[config.mk]
export PLATFORM = sky130hd
export DESIGN_NAME = adc_conv_scheduler
export DESIGN_NICKNAME = d
export VERILOG_FILES = /design/src/rtl/power_check_pkg.sv /design/src/rtl/sched_timer.sv /design/src/rtl/adc_conv_scheduler.sv
export SDC_FILE = /design/constraint.sdc
export NUM_CORES = 1
export LEC_CHECK = 0
export CORE_ASPECT_RATIO = 2
export CORE_MARGIN = 2
export CORE_UTILIZATION = 45
export DETAILED_ROUTE_END_ITERATION = 7
export PLACE_DENSITY_LB_ADDON = 0.05
export RECOVER_POWER = 100
export SYNTH_ARGS = -nofsm -noshare
export SYNTH_HDL_FRONTEND = slang
export SYNTH_SLANG_ARGS = --single-unit
[constraint.sdc]
create_clock -name clk -period 4.4 [get_ports clk]
set_input_delay 0.66 -clock clk [delete_from_list [all_inputs] [get_ports clk]]
set_output_delay 0.66 -clock clk [all_outputs]
set_load 0.02 [all_outputs]
[src/rtl/power_check_pkg.sv]
// Shared types and defaults for the ADC conversion scheduler.
package power_check_pkg;

  localparam int unsigned CNT_W_DEF   = 16;
  localparam int unsigned TIMEOUT_DEF = 255;

  typedef enum logic [1:0] {
    ST_IDLE,
    ST_DELAY,
    ST_START,
    ST_WAIT
  } sched_state_e;

endpackage

[src/rtl/sched_timer.sv]
// Loadable CNT_W counter with terminal-count flag; counts down to zero or up to tc_val.
module sched_timer
  import power_check_pkg::*;
#(
  parameter int unsigned CNT_W      = CNT_W_DEF,
  parameter bit          COUNT_DOWN = 1'b0
) (
  input  logic             clk,
  input  logic             rstn,
  input  logic             load,
  input  logic [CNT_W-1:0] load_val,
  input  logic             en,
  input  logic [CNT_W-1:0] tc_val,
  output logic             tc
);

  logic [CNT_W-1:0] count_q, count_d;

  // NOTE: every always_comb output gets a default first, so no path can infer a latch.
  always_comb begin
    count_d = count_q;
    if (load) begin
      count_d = load_val;
    end else if (en) begin
      count_d = COUNT_DOWN ? count_q - CNT_W'(1) : count_q + CNT_W'(1);
    end
  end

  // NOTE: sequential state uses non-blocking assignments only.
  always_ff @(posedge clk or negedge rstn) begin
    if (!rstn) begin
      count_q <= '0;
    end else begin
      count_q <= count_d;
    end
  end

  // Up mode uses >= so a shortened period mid-count still terminates promptly.
  assign tc = COUNT_DOWN ? (count_q == '0) : (count_q >= tc_val);

endmodule

[src/rtl/adc_conv_scheduler.sv]
// ADC conversion scheduler: laser-synchronised peak samples plus optional background CW samples.
// Build macro CW_SAMPLE_EN enables the CW timer; without it only peak samples are scheduled.
module adc_conv_scheduler
  import power_check_pkg::*;
#(
  parameter int unsigned CNT_W          = CNT_W_DEF,
  parameter int unsigned TIMEOUT_CYCLES = TIMEOUT_DEF
) (
  input  logic             clk,
  input  logic             rstn,
  input  logic             laser_pulse,
  input  logic [CNT_W-1:0] pulse_delay,
  input  logic [CNT_W-1:0] cw_period,
  input  logic             clear_status,
  input  logic             conv_done,
  output logic             conv_start,
  output logic             sample_valid,
  output logic             sample_is_peak,
  output logic             busy,
  output logic             missed_pulse,
  output logic             timeout_fail
);

  sched_state_e     state_q, state_d;
  logic             laser_q, laser_d, arm_q, arm_d;
  logic             peak_pend_q, peak_pend_d;
  logic             tag_q, tag_d;
  logic             valid_q, valid_d;
  logic             missed_q, missed_d;
  logic             timeout_q, timeout_d;
  logic             laser_rise, peak_busy, cw_req, cw_grant;
  logic             tmr_load, tmr_en, tmr_tc;
  logic [CNT_W-1:0] tmr_load_val;

  // arm_q masks the first cycle after reset so a laser held high is not seen as an edge.
  assign laser_rise = laser_pulse & ~laser_q & arm_q;
  assign peak_busy  = peak_pend_q | (state_q == ST_DELAY) |
                      (((state_q == ST_START) | (state_q == ST_WAIT)) & tag_q);
  assign cw_grant   = (state_q == ST_IDLE) & ~peak_pend_q & cw_req;

  sched_timer #(.CNT_W(CNT_W), .COUNT_DOWN(1'b1)) u_delay_timer (
    .clk      (clk),
    .rstn     (rstn),
    .load     (tmr_load),
    .load_val (tmr_load_val),
    .en       (tmr_en),
    .tc_val   ('0),
    .tc       (tmr_tc)
  );

  always_comb begin
    state_d      = state_q;
    laser_d      = laser_pulse;
    arm_d        = 1'b1;
    peak_pend_d  = peak_pend_q | (laser_rise & ~peak_busy);
    tag_d        = tag_q;
    valid_d      = 1'b0;
    tmr_load     = 1'b0;
    tmr_load_val = '0;
    tmr_en       = 1'b0;
    missed_d     = clear_status ? 1'b0 : missed_q;
    timeout_d    = clear_status ? 1'b0 : timeout_q;
    if (laser_rise & peak_busy) missed_d = 1'b1;

    unique case (state_q)
      ST_IDLE: begin
        if (peak_pend_q) begin
          state_d      = ST_DELAY;
          peak_pend_d  = 1'b0;
          tag_d        = 1'b1;
          tmr_load     = 1'b1;
          // Load delay-1 so DELAY lasts pulse_delay cycles, and at least one.
          tmr_load_val = (pulse_delay == '0) ? '0 : pulse_delay - CNT_W'(1);
        end else if (cw_grant) begin
          state_d = ST_START;
          tag_d   = 1'b0;
        end
      end
      ST_DELAY: begin
        if (tmr_tc) state_d = ST_START;
        else        tmr_en  = 1'b1;
      end
      ST_START: begin
        state_d      = ST_WAIT;
        tmr_load     = 1'b1;
        tmr_load_val = CNT_W'(TIMEOUT_CYCLES - 1);
      end
      ST_WAIT: begin
        if (conv_done) begin
          valid_d = 1'b1;
          state_d = ST_IDLE;
        end else if (tmr_tc) begin
          timeout_d = 1'b1;
          state_d   = ST_IDLE;
        end else begin
          tmr_en = 1'b1;
        end
      end
      default: state_d = ST_IDLE;
    endcase
  end

  always_ff @(posedge clk or negedge rstn) begin
    if (!rstn) begin
      state_q     <= ST_IDLE;
      laser_q     <= 1'b0;
      arm_q       <= 1'b0;
      peak_pend_q <= 1'b0;
      tag_q       <= 1'b0;
      valid_q     <= 1'b0;
      missed_q    <= 1'b0;
      timeout_q   <= 1'b0;
    end else begin
      state_q     <= state_d;
      laser_q     <= laser_d;
      arm_q       <= arm_d;
      peak_pend_q <= peak_pend_d;
      tag_q       <= tag_d;
      valid_q     <= valid_d;
      missed_q    <= missed_d;
      timeout_q   <= timeout_d;
    end
  end

`ifdef CW_SAMPLE_EN
  logic cw_pend_q, cw_pend_d, cw_tc, cw_hit, cw_off;

  assign cw_off = (cw_period == '0);
  assign cw_hit = cw_tc & ~cw_off;

  sched_timer #(.CNT_W(CNT_W), .COUNT_DOWN(1'b0)) u_cw_timer (
    .clk      (clk),
    .rstn     (rstn),
    .load     (cw_off | cw_hit),
    .load_val ('0),
    .en       (1'b1),
    .tc_val   (cw_period - CNT_W'(1)),
    .tc       (cw_tc)
  );

  always_comb begin
    cw_pend_d = cw_pend_q;
    if (cw_grant) cw_pend_d = 1'b0;
    if (cw_hit)   cw_pend_d = 1'b1;
  end

  always_ff @(posedge clk or negedge rstn) begin
    if (!rstn) cw_pend_q <= 1'b0;
    else       cw_pend_q <= cw_pend_d;
  end

  assign cw_req         = cw_pend_q;
  assign sample_is_peak = tag_q;
`else
  logic unused_cw;
  assign unused_cw      = ^cw_period;
  assign cw_req         = 1'b0;
  assign sample_is_peak = 1'b1;
`endif

  assign conv_start   = (state_q == ST_START);
  assign busy         = (state_q != ST_IDLE);
  assign sample_valid = valid_q;
  assign missed_pulse = missed_q;
  assign timeout_fail = timeout_q;

endmodule

### Yosys cells after proc, flatten, opt, wreduce, memory -nomap -nowiden

Index checks and enable logic that the tools add are counted.

| storage, ports and cells | value |
|---|---|
| register bits after elaboration | 25 |
| input bits | 37 |
| logic and storage cells | 61 |

| cells by class | value |
|---|---|
| $add $sub $neg | 2 |
| eq/ne operators | 6 |
| muxes and demuxes | 25 |
| bitwise gates (word level) | 11 |
| reduce and logical (&&, ||, !) cells | 8 |

Operator list:

| cell | number |
|---|---|
| $mux 16 | 4 |
| $logic_not 16->1 | 2 |
| $pmux 16 s2 | 1 |
| $sub 16x1->16 const B | 2 |
| $mux 1 | 13 |
| $mux 2 | 4 |
| $pmux 2 s4 | 1 |
| $reduce_bool 2->1 | 3 |
| $and 1x1->1 | 5 |
| $eq 2x2->1 const B | 2 |
| $ne 2x2->1 const B | 2 |
| $or 1x1->1 | 4 |
| $pmux 1 s2 | 2 |
| $ne 3x3->1 const B | 1 |
| $reduce_and 3->1 | 1 |
| $eq 2x1->1 const B | 1 |
| $logic_not 2->1 | 1 |
| $not 1->1 | 2 |
| $reduce_and 2->1 | 1 |

### Longest topological paths before layout

Gate-level depths: netlist (run 1).

| logic depth | value |
|---|---|
| depth after elaboration | 9 |
| mapped depth | 9 |
| gate-level depth less buffers | 7 |

### Hierarchy

A second synthesis (run 1) with hierarchy kept.

| unflattened totals | value |
|---|---|
| cells, all modules | 207 |
| area, all modules | 1891.8 sq um |

By module, submodules not included:

| module | times used | cells an instance | area each (sq um) |
|---|---|---|---|
| sched_timer | 1 | 111 | 1028.5 |
| adc_conv_scheduler | 1 | 96 | 863.3 |

### Worst setup path before layout (run 1)

No wires, ideal clock.

| timing path | value |
|---|---|
| path kind | input -> register |
| start | input pulse_delay[0] |
| end | register u_delay_timer.count_q[12] |
| library setup time | 0.123 ns |
| arrival time | 2.380 ns |
| required time | 4.277 ns |
| slack | 1.897 ns |
| stages | 9 |
| buffers on the path | 2 |
| cell sequence | inv_1 ha_1 or3b_1 buf_6 or3_4 o41ai_4 buf_6 nor2_2 o221a_1 |

| between the ends | value |
|---|---|
| word-level cells in the longest chain between the ends | 5 |
| elaborated cells between the ends (all ways) | 6 |
| classes of those cells | add/sub (1); mux (4); reduce/logical (1) |

RTL lines:

| item | line | RTL |
|---|---|---|
| from (decl) | adc_conv_scheduler.sv:12 | `input logic [CNT_W-1:0] pulse_delay,` |
| $sub 16x1->16 or $logic_not 16->1 (tied branches) | adc_conv_scheduler.sv:73 | `tmr_load_val = (pulse_delay == '0) ? '0 : pulse_delay - CNT_W'(1);` |
| $mux 16 (*) | adc_conv_scheduler.sv:73 |  |
| $mux 16 (*) | adc_conv_scheduler.sv:67 | `if (peak_pend_q) begin` |
| $pmux 16 s2 (*) | adc_conv_scheduler.sv:65 | `unique case (state_q)` |
| $mux 16 (*) | sched_timer.sv:22 | `if (load) begin` |
| to (signal assigned) | sched_timer.sv:34 | `count_q <= count_d;` |
| to (decl) | sched_timer.sv:17 | `logic [CNT_W-1:0] count_q, count_d;` |

Mark *: on every way between the ends. The rest lies on a longest branch, timed or not.
A chain may end at the register's enable or synchronous reset.

### Worst setup path after layout (run 1)

| timing path | value |
|---|---|
| start | input pulse_delay[0] |
| end | register u_delay_timer.count_q[5] |

The elaborated chain is that of the path after synthesis.

==> results of run 1 <==
final cells by class:
cell class	count	area (um2)	area share
inverter	11	41.3	0.0194
clock buffer	4	45.0	0.0212
sequential	25	626	0.294
timing repair buffer	26	254	0.119
tap	52	65.1	0.0306
multi-input combinational	162	1100	0.516
power groups by stage:
stage	combinational (mW)	sequential, mW	clock (mW)
2_1_floorplan	0.460	0.371	0
3_3_place_gp	0.584	0.389	0
3_5_place_dp	0.592	0.391	0
4_1_cts	0.594	0.388	0.143
5_1_grt	0.646	0.403	0.153
6_report	0.585	0.390	0.141
stage by stage:
| step | area (um2) | power (mW) |
|---|---|---|
| 6_report | 2130 | 1.12 |
| 5_1_grt | 2130 | 1.20 |
| 4_1_cts | 2150 | 1.13 |
| 3_5_place_dp | 2100 | 0.984 |
| 3_3_place_gp | 2100 | 0.972 |
| 2_1_floorplan | 1850 | 0.831 |
cell families after synthesis:
family / Yosys count / share of synthesized area
and+or+nand+nor: 85 / 0.261
AOI/OAI and AO/OA: 52 / 0.212
DFF: 25 / 0.338
buffers and inverters: 22 / 0.0609
xor gates and xnor gates: 13 / 0.0616
adders and majority gates: 7 / 0.0474
muxes: 3 / 0.0169
other: 1 / 0.00203
routing by layer:
layer | vias up | track usage
met4 | 0 | 0.110
met1 | 799 | 0.258
met2 | 56 | 0.348
li1 | 818 | -
met3 | 13 | 0.0237
met5 | - | 0
state kept, by name, indices dropped and copies added, names as in the netlist:
register	count
u_delay_timer.count_q	16
state_q	2
arm_q	1
laser_q	1
missed_pulse	1
peak_pend_q	1
sample_valid	1
tag_q	1
timeout_fail	1
placed cells by master, fill, tap and decap left out, types with 2 or more instances in the layout:
cell type	netlist	routed
sky130_fd_sc_hd__dfrtp_1	25	25
sky130_fd_sc_hd__nor2_1	22	22
sky130_fd_sc_hd__clkdlybuf4s50_1	0	16
sky130_fd_sc_hd__inv_1	11	11
sky130_fd_sc_hd__nand2_1	11	11
sky130_fd_sc_hd__xnor2_1	9	9
sky130_fd_sc_hd__nor3_1	9	9
sky130_fd_sc_hd__dlygate4sd3_1	0	9
sky130_fd_sc_hd__nor4_1	8	8
sky130_fd_sc_hd__a31oi_1	7	7
sky130_fd_sc_hd__ha_1	7	7
sky130_fd_sc_hd__o22ai_1	6	6
sky130_fd_sc_hd__o21ai_0	6	6
sky130_fd_sc_hd__a21oi_1	6	6
sky130_fd_sc_hd__o21a_1	5	5
sky130_fd_sc_hd__nand2b_1	4	4
sky130_fd_sc_hd__xor2_1	4	4
sky130_fd_sc_hd__nand4_1	3	3
sky130_fd_sc_hd__or3_1	2	3
sky130_fd_sc_hd__nor3b_1	3	3
sky130_fd_sc_hd__o32ai_1	3	3
sky130_fd_sc_hd__o31ai_1	3	3
sky130_fd_sc_hd__clkbuf_8	1	3
sky130_fd_sc_hd__and2_1	2	2
sky130_fd_sc_hd__or2b_2	2	2
sky130_fd_sc_hd__or4_2	2	2
sky130_fd_sc_hd__and4_1	2	2
sky130_fd_sc_hd__nor2b_1	2	2
sky130_fd_sc_hd__mux2i_1	2	2
sky130_fd_sc_hd__or4_1	2	2
sky130_fd_sc_hd__o21bai_1	2	2
sky130_fd_sc_hd__a221oi_1	2	2
sky130_fd_sc_hd__conb_1	1	2
sky130_fd_sc_hd__clkbuf_1	6	2
worst paths after layout:
kind,to,slack (ns),depth (start not counted)
setup / recovery,u_delay_timer.count_q[5],0.66,8
hold / removal,tag_q,0.47,1
setup reg to reg,u_delay_timer.count_q[9],1.97,5
hold reg to reg,tag_q,0.47,1
max in group asynchronous,timeout_fail,2.35,2
min in group asynchronous,missed_pulse,1.23,2
==> metrics list, run 1 <==
- Yosys top cell area share: 0.338
- The initial antenna violation count is 0.
- Post-layout nets: 273
- FFs w/ async S/R, synth: 1.00
- Final RePlAce weighted congestion: about 0.90
* Relative contribution of sequential cells to total power: 0.350
* Critical Path, Cell by Cell: dlygate4sd3_1, inv_1, ha_1, or3b_1, or3_1, o41ai_2, o21ai_0, a22o_1
* Cell at the root of the clock tree: sky130_fd_sc_hd__clkbuf_8
- Number of maximum-capacitance constraint violations: 0
- Final Hold Vio Count: 0
* CTS clock-pin slew for the worst setup and hold paths: about 0.090 ns
* TritonCTS clock tree: done
- Number of vias in the routed layout: 1,686
* Vertical die dimension: 94.7 um
- DRC errors left: 0
- Logic gate share of total power: 0.524
- By startpoint and endpoint, the worst setup path is classified as in -> reg.
- The startpoint identified for the worst hold timing path is tag_q.
- Number of cells in the finished layout apart from fillers: 280
- Antenna violation net count after detailed routing: 0
- The run finished with clean final reports.
- Switching power as a share of total power: 0.447
- Congestion Overflow GR: 0
- between 40 and 50 I/O pins were placed.
- Clock power share: 0.126
- ANT cells: 0
- After synthesis, the most frequently instantiated cells are 25 x sky130_fd_sc_hd__dfrtp_1, 22 x sky130_fd_sc_hd__nor2_1, 11 x sky130_fd_sc_hd__inv_1, 11 x sky130_fd_sc_hd__nand2_1.
- Origin of the critical flop-to-flop path: u_delay_timer.count_q[2]
- Area Overhead vs Synth: 15.2%
- Across all hold checks on the routed design, the worst slack comes to 0.475 ns.
* Maximum net fanout on the critical path: 11
- Post-CTS setup-driven buffer insertion count: 0
- Cells after DPL: 276
- Setup Viol. Count Final: 0
- Counting flops and latches in the post-synthesis netlist gives 25.
* Number of input and output port buffers inserted: 25
* Nature of the critical path endpoint: flop
* Routed WL per cell: between 15 and 20 um
* Fmax: 0.267 GHz
- Max-slew violation count: 0
- Summed over all layers, the routed wires come to 4540 um.
- The HPWL after detailed placement is 3380 um.
- The floorplan step defined a core boundary enclosing ~0.004 mm2.
- Most common flop cell mapped by yosys: sky130_fd_sc_hd__dfrtp_1
- At the pin with the least slew margin, the transition time is 1.40 ns.
- Fin Setup TNS: 0 ns
- Worst hold path type: reg -> reg
- By instance count, the leading cell after synthesis is sky130_fd_sc_hd__dfrtp_1.
- In this run the cell area of the synthesized design comes to ~0.0018 mm2.
* First-pass GRT wire length: 7420 um
- After layout, the worst setup slack is 0.660 ns.
- Worst setup skew after layout: 0.00383 ns
- Cts-stage hold buffer count: 0
- Counting along the longest clock path gives a buffer depth of 2.
* Num Clock Sinks: 25
- Average cell area after synthesis: 8.89 um2
* Number of rows in the core area: 33
* Number of warning messages in the yosys log: 0
- Share of the cycle needed by the critical path after routing: 0.850
- For this configuration, the core starts out at a cell density of 0.462.
* Buffering stage count on the worst path with inverters included: 2
- Topmost layer with routed signal wires: met4
* Critical Path Start: pulse_delay[0]
* Seq/Total Area, Yosys: 0.338
- Number of H-tree levels: 1
- Cell internal power dissipation: around 0.6 mW
* Static leakage: 0.805 nW
- Largest delay contributor family on the critical path: compound AO/OA/AOI/OAI gates
- Post-synth top area cell: sky130_fd_sc_hd__dfrtp_1
- Buffers inserted during clock tree synthesis total 3.
- Setup repair after global routing left no endpoint under its margin.
- The die covers between 0.004 and 0.005 mm2.
- Cell types occupying the most area after synthesis: sky130_fd_sc_hd__dfrtp_1 34%, sky130_fd_sc_hd__ha_1 4.7%, sky130_fd_sc_hd__nor2_1 4.5%, sky130_fd_sc_hd__xnor2_1 4.3%, sky130_fd_sc_hd__nor4_1 2.7%
- WL met2: 2310 um
- In the routed layout, each cell is associated on average with a via count of between 6 and 7.
- Net switching power of the design: 0.499 mW
* CP max-delay cell: sky130_fd_sc_hd__o41ai_2
- Data required time of the critical path: around 4.6 ns
* Crit path arrival time: roughly 3.9 ns
* PwrDens: 524 mW/mm2
- Critical path launch point type: primary input
* FILL cells: 420
- Source-to-sink clock delay at the later pin of the worst-skew pair: 0.27 ns
- Core occupancy in the finished layout: 0.532
* Relative max-transition margin: 0.0688
* Met1 Wirelength: 1900 um
* Unique masters post-synth: 59
- Counting flops with a built-in enable in the synthesized netlist gives 0.
- Post-cts repair resize count: 0
* Number of global-route vias before repair: roughly 1,600
- In the final layout, the share of cells above drive strength 1 is 0.0746.
- Summed over all nets, wire length on met3 after detailed routing comes to roughly 170 um.
* Number of iterations in the first detailed-routing pass: 4
- In the global route stage, overall resource usage came out at 0.208.
* Slowest stage delay, CP: 0.98 ns
- Entering global routing, the biggest net connects 26 pins.
* Count of mapped cells out of synthesis: 208
- After layout, the minimum clock period comes to 3.74 ns.
- For this block, the initial DRC count from the detailed router was 71.
- Timing analysis after detailed placement gives a worst setup slack of around 0.87 ns.
- Die Wd: 49.3 um
- Maximum vdd ir drop: between 0.2 and 0.3 mV
(Power assumes the default switching activity.)
==> run 2, diff against run 1 <==
==> constraint.sdc (replaced) <==
create_clock -name clk -period 3.1 [get_ports clk]
set_input_delay 0.465 -clock clk [delete_from_list [all_inputs] [get_ports clk]]
set_output_delay 0.465 -clock clk [all_outputs]
set_load 0.02 [all_outputs]
==> metrics list, run 2 (same netlist as run 1, synthesis figures left out) <==
- Run status: finished, final reports clean
- Post-layout nets: between 200 and 300
* Post-cts repair resize count: 0
* Final Hold Vio Count: 0
* Cts-stage hold buffer count: 0
- Post-CTS setup-driven buffer insertion count: 0
- In this run the tool buffered the top-level ports with 25 buffer cells.
* Largest register by flop count: u_delay_timer.count_q
- Antenna violations before repair: 0
- Largest delay contributor family on the critical path: simple AND/OR/NAND/NOR gates
- Unrepaired setup endpoints after global routing: no
* First-pass GRT wire length: around 7500 um
- Using the TritonRoute via totals, the vias-per-cell ratio works out to 5.89.
* Number of rows in the core area: 33
- After legalization and detailed placement, the total HPWL measured 3410 um.
- Share of the cycle needed by the critical path after routing: 0.892
- Relative max-transition margin: 0.0284
* Count of routing violations after the opening detailed-route iteration: 66
- Layout cells sized above 1: 0.0944
- Flip-flop count of the largest register, all copies and words added: 16
- Area Overhead vs Synth: 17.7%
- Data on the critical path arrives at its endpoint at around 3 ns.
* Post-layout minimum cycle time: 2.77 ns
- Overall Power: 1.61 mW
- The repair_antennas step left the layout with diodes totalling 0.
* Source-to-sink clock delay at the later pin of the worst-skew pair: 0.27 ns
- Global-route track usage on met3: 0.0253
* Number of vias in the routed layout: 1,680
* Die Wd: 49.3 um
- Antenna violation net count after detailed routing: 0
* Most frequent standard cell in the layout excluding fill and tap cells: sky130_fd_sc_hd__dfrtp_1
* Global-route total usage across every layer: 0.208
- TritonCTS clock tree: done
- Number of H-tree levels: 1
* Number of iterations in the first detailed-routing pass: 5
* DRC errors left: 0
- Startpoint-to-endpoint class of the critical path: in -> reg
* Num Clock Sinks: 25
- Number of maximum-capacitance constraint violations: 0
- The slowest stage of the critical path belongs to the cell sky130_fd_sc_hd__dlygate4sd3_1.
* Worst hold path type: reg -> reg
* Cell at the root of the clock tree: sky130_fd_sc_hd__clkbuf_8
- Worst setup skew after layout: 0.00212 ns
- Die Area: 0.00467 mm2
- The number of slew-limit violations in the final report was 0.
- Maximum net fanout on the critical path: 10
* Leading cell types in the layout, fill and taps excluded: 25 x sky130_fd_sc_hd__dfrtp_1, 22 x sky130_fd_sc_hd__nor2_1, 17 x sky130_fd_sc_hd__clkdlybuf4s50_1, 11 x sky130_fd_sc_hd__inv_1, 11 x sky130_fd_sc_hd__nand2_1
- M2 GR Usage: 0.347
- Vertical die dimension: between 90 and 100 um
- Derived from the worst setup path, the maximum achievable clock frequency is 0.362 GHz.
- Fin Setup TNS: 0 ns
- Slowest stage delay, CP: roughly 0.58 ns
* Critical path launch point type: primary input
- Counting along the longest clock path gives a buffer depth of 2.
* Total clock buffers created by CTS: 3
* Number of global-route vias before repair: 1,582
* Setup Viol. Count Final: 0
- For this run the aggregate overflow at the end of global routing stands at 0.
- Setup WS post-layout: approximately 0.33 ns
- Power spread over the standard cell area amounts to approximately 740 mW/mm2.
* Nature of the critical path endpoint: flop
- Routed WL per cell: 16.0 um
* IO Pins: 43
* CTS clock-pin slew for the worst setup and hold paths: 0.09 ns
- Maximum vdd ir drop: 0.435 mV
* Buffering stage count on the worst path with inverters included: 3
* Area of the placeable core: 0.00401 mm2
- met2 is the most crowded layer.
- For the pin with the worst max-slew slack, the measured transition is 1.46 ns.
* Largest regs: u_delay_timer.count_q x16, state_q x2
* Final RePlAce weighted congestion: 0.863
* Met1 usage in global routing: 0.263
- The signal on the critical path passes through dlygate4sd3_1, inv_1, ha_1, or3b_1, or3_1, o41ai_4, buf_4, nor2_2, o221a_1.
- Entering global routing, the biggest net connects 26 pins.
- Routed Wire Length: 4550 um
* FILL cells: 386
* Initial Util: 0.462
- Static leakage: a little over 0.8 nW
- DP Worst Slack: between 0.15 and 0.2 ns
* Data required time of the critical path: 3.26 ns
-- run 2: power by group --
| group | switching (mW) | leakage (nW) | internal, mW | total, mW |
|---|---|---|---|---|
| combinational | 0.490 | 0.495 | 0.374 | 0.863 |
| clock | 0.108 | 0.0255 | 0.0900 | 0.198 |
| sequential | 0.122 | 0.307 | 0.430 | 0.552 |
-- run 2: worst paths after layout --
kind / endpoint / cells past startpoint / from / slack (ns)
min in group asynchronous: sample_valid / 2 / rstn / 1.06
max: u_delay_timer.count_q[12] / 9 / pulse_delay[0] / 0.33
min: tag_q / 1 / tag_q / 0.48
max in group asynchronous: u_delay_timer.count_q[11] / 2 / rstn / 1.19
max reg2reg: u_delay_timer.count_q[12] / 4 / u_delay_timer.count_q[9] / 0.67
min reg2reg: tag_q / 1 / tag_q / 0.48
-- run 2: per-stage QoR --
step / hold WS (ns) / utilization / instances / cell area (um2)
3_5_place_dp: 0.453 / 0.535 / 281 / 2140
5_1_grt: 0.487 / 0.543 / 285 / 2180
2_1_floorplan: 0.169 / - / 209 / 1850
4_1_cts: 0.479 / 0.546 / 285 / 2190
3_3_place_gp: 0.453 / 0.535 / 281 / 2140
6_report: 0.481 / 0.543 / 285 / 2180
-- run 2: worst register-to-register path, stage by stage, from the launching register on --
cell                      delay (ns)
sky130_fd_sc_hd__dfrtp_1        0.45
sky130_fd_sc_hd__nor4_1         0.66
sky130_fd_sc_hd__nand4_1        0.48
sky130_fd_sc_hd__a21o_2         0.44
sky130_fd_sc_hd__o221a_1        0.29
-- run 2: cell type report --
cell class,instances,area (um2),area share
Multi-Input combinational cell,162,1110,0.510
Clock inverter,1,5.00,0.00230
Timing Repair Buffer,31,288,0.132
Sequential cell,25,626,0.288
Clock buffer,3,41.3,0.0190
Inverter,11,41.3,0.0190
Tap cell,52,65.1,0.0299
-- run 2: metal layers --
layer  part of all wire  wire length, um
met1               0.42             1900
met2               0.52             2370
met3              0.036              162
met4              0.025              115
met5                  0                0
==> run 3, diff against run 2 <==
--- a/config.mk
+++ b/config.mk
@@ -11,6 +11,7 @@
 export DETAILED_ROUTE_END_ITERATION = 7
 export PLACE_DENSITY_LB_ADDON = 0.05
 export RECOVER_POWER = 100
+export SETUP_SLACK_MARGIN = 0.02
 export SYNTH_ARGS = -nofsm -noshare
 export SYNTH_HDL_FRONTEND = slang
 export SYNTH_SLANG_ARGS = --single-unit
==> results of run 3 <==
The final DEF is identical to that of run 2; final timing and power are the same.
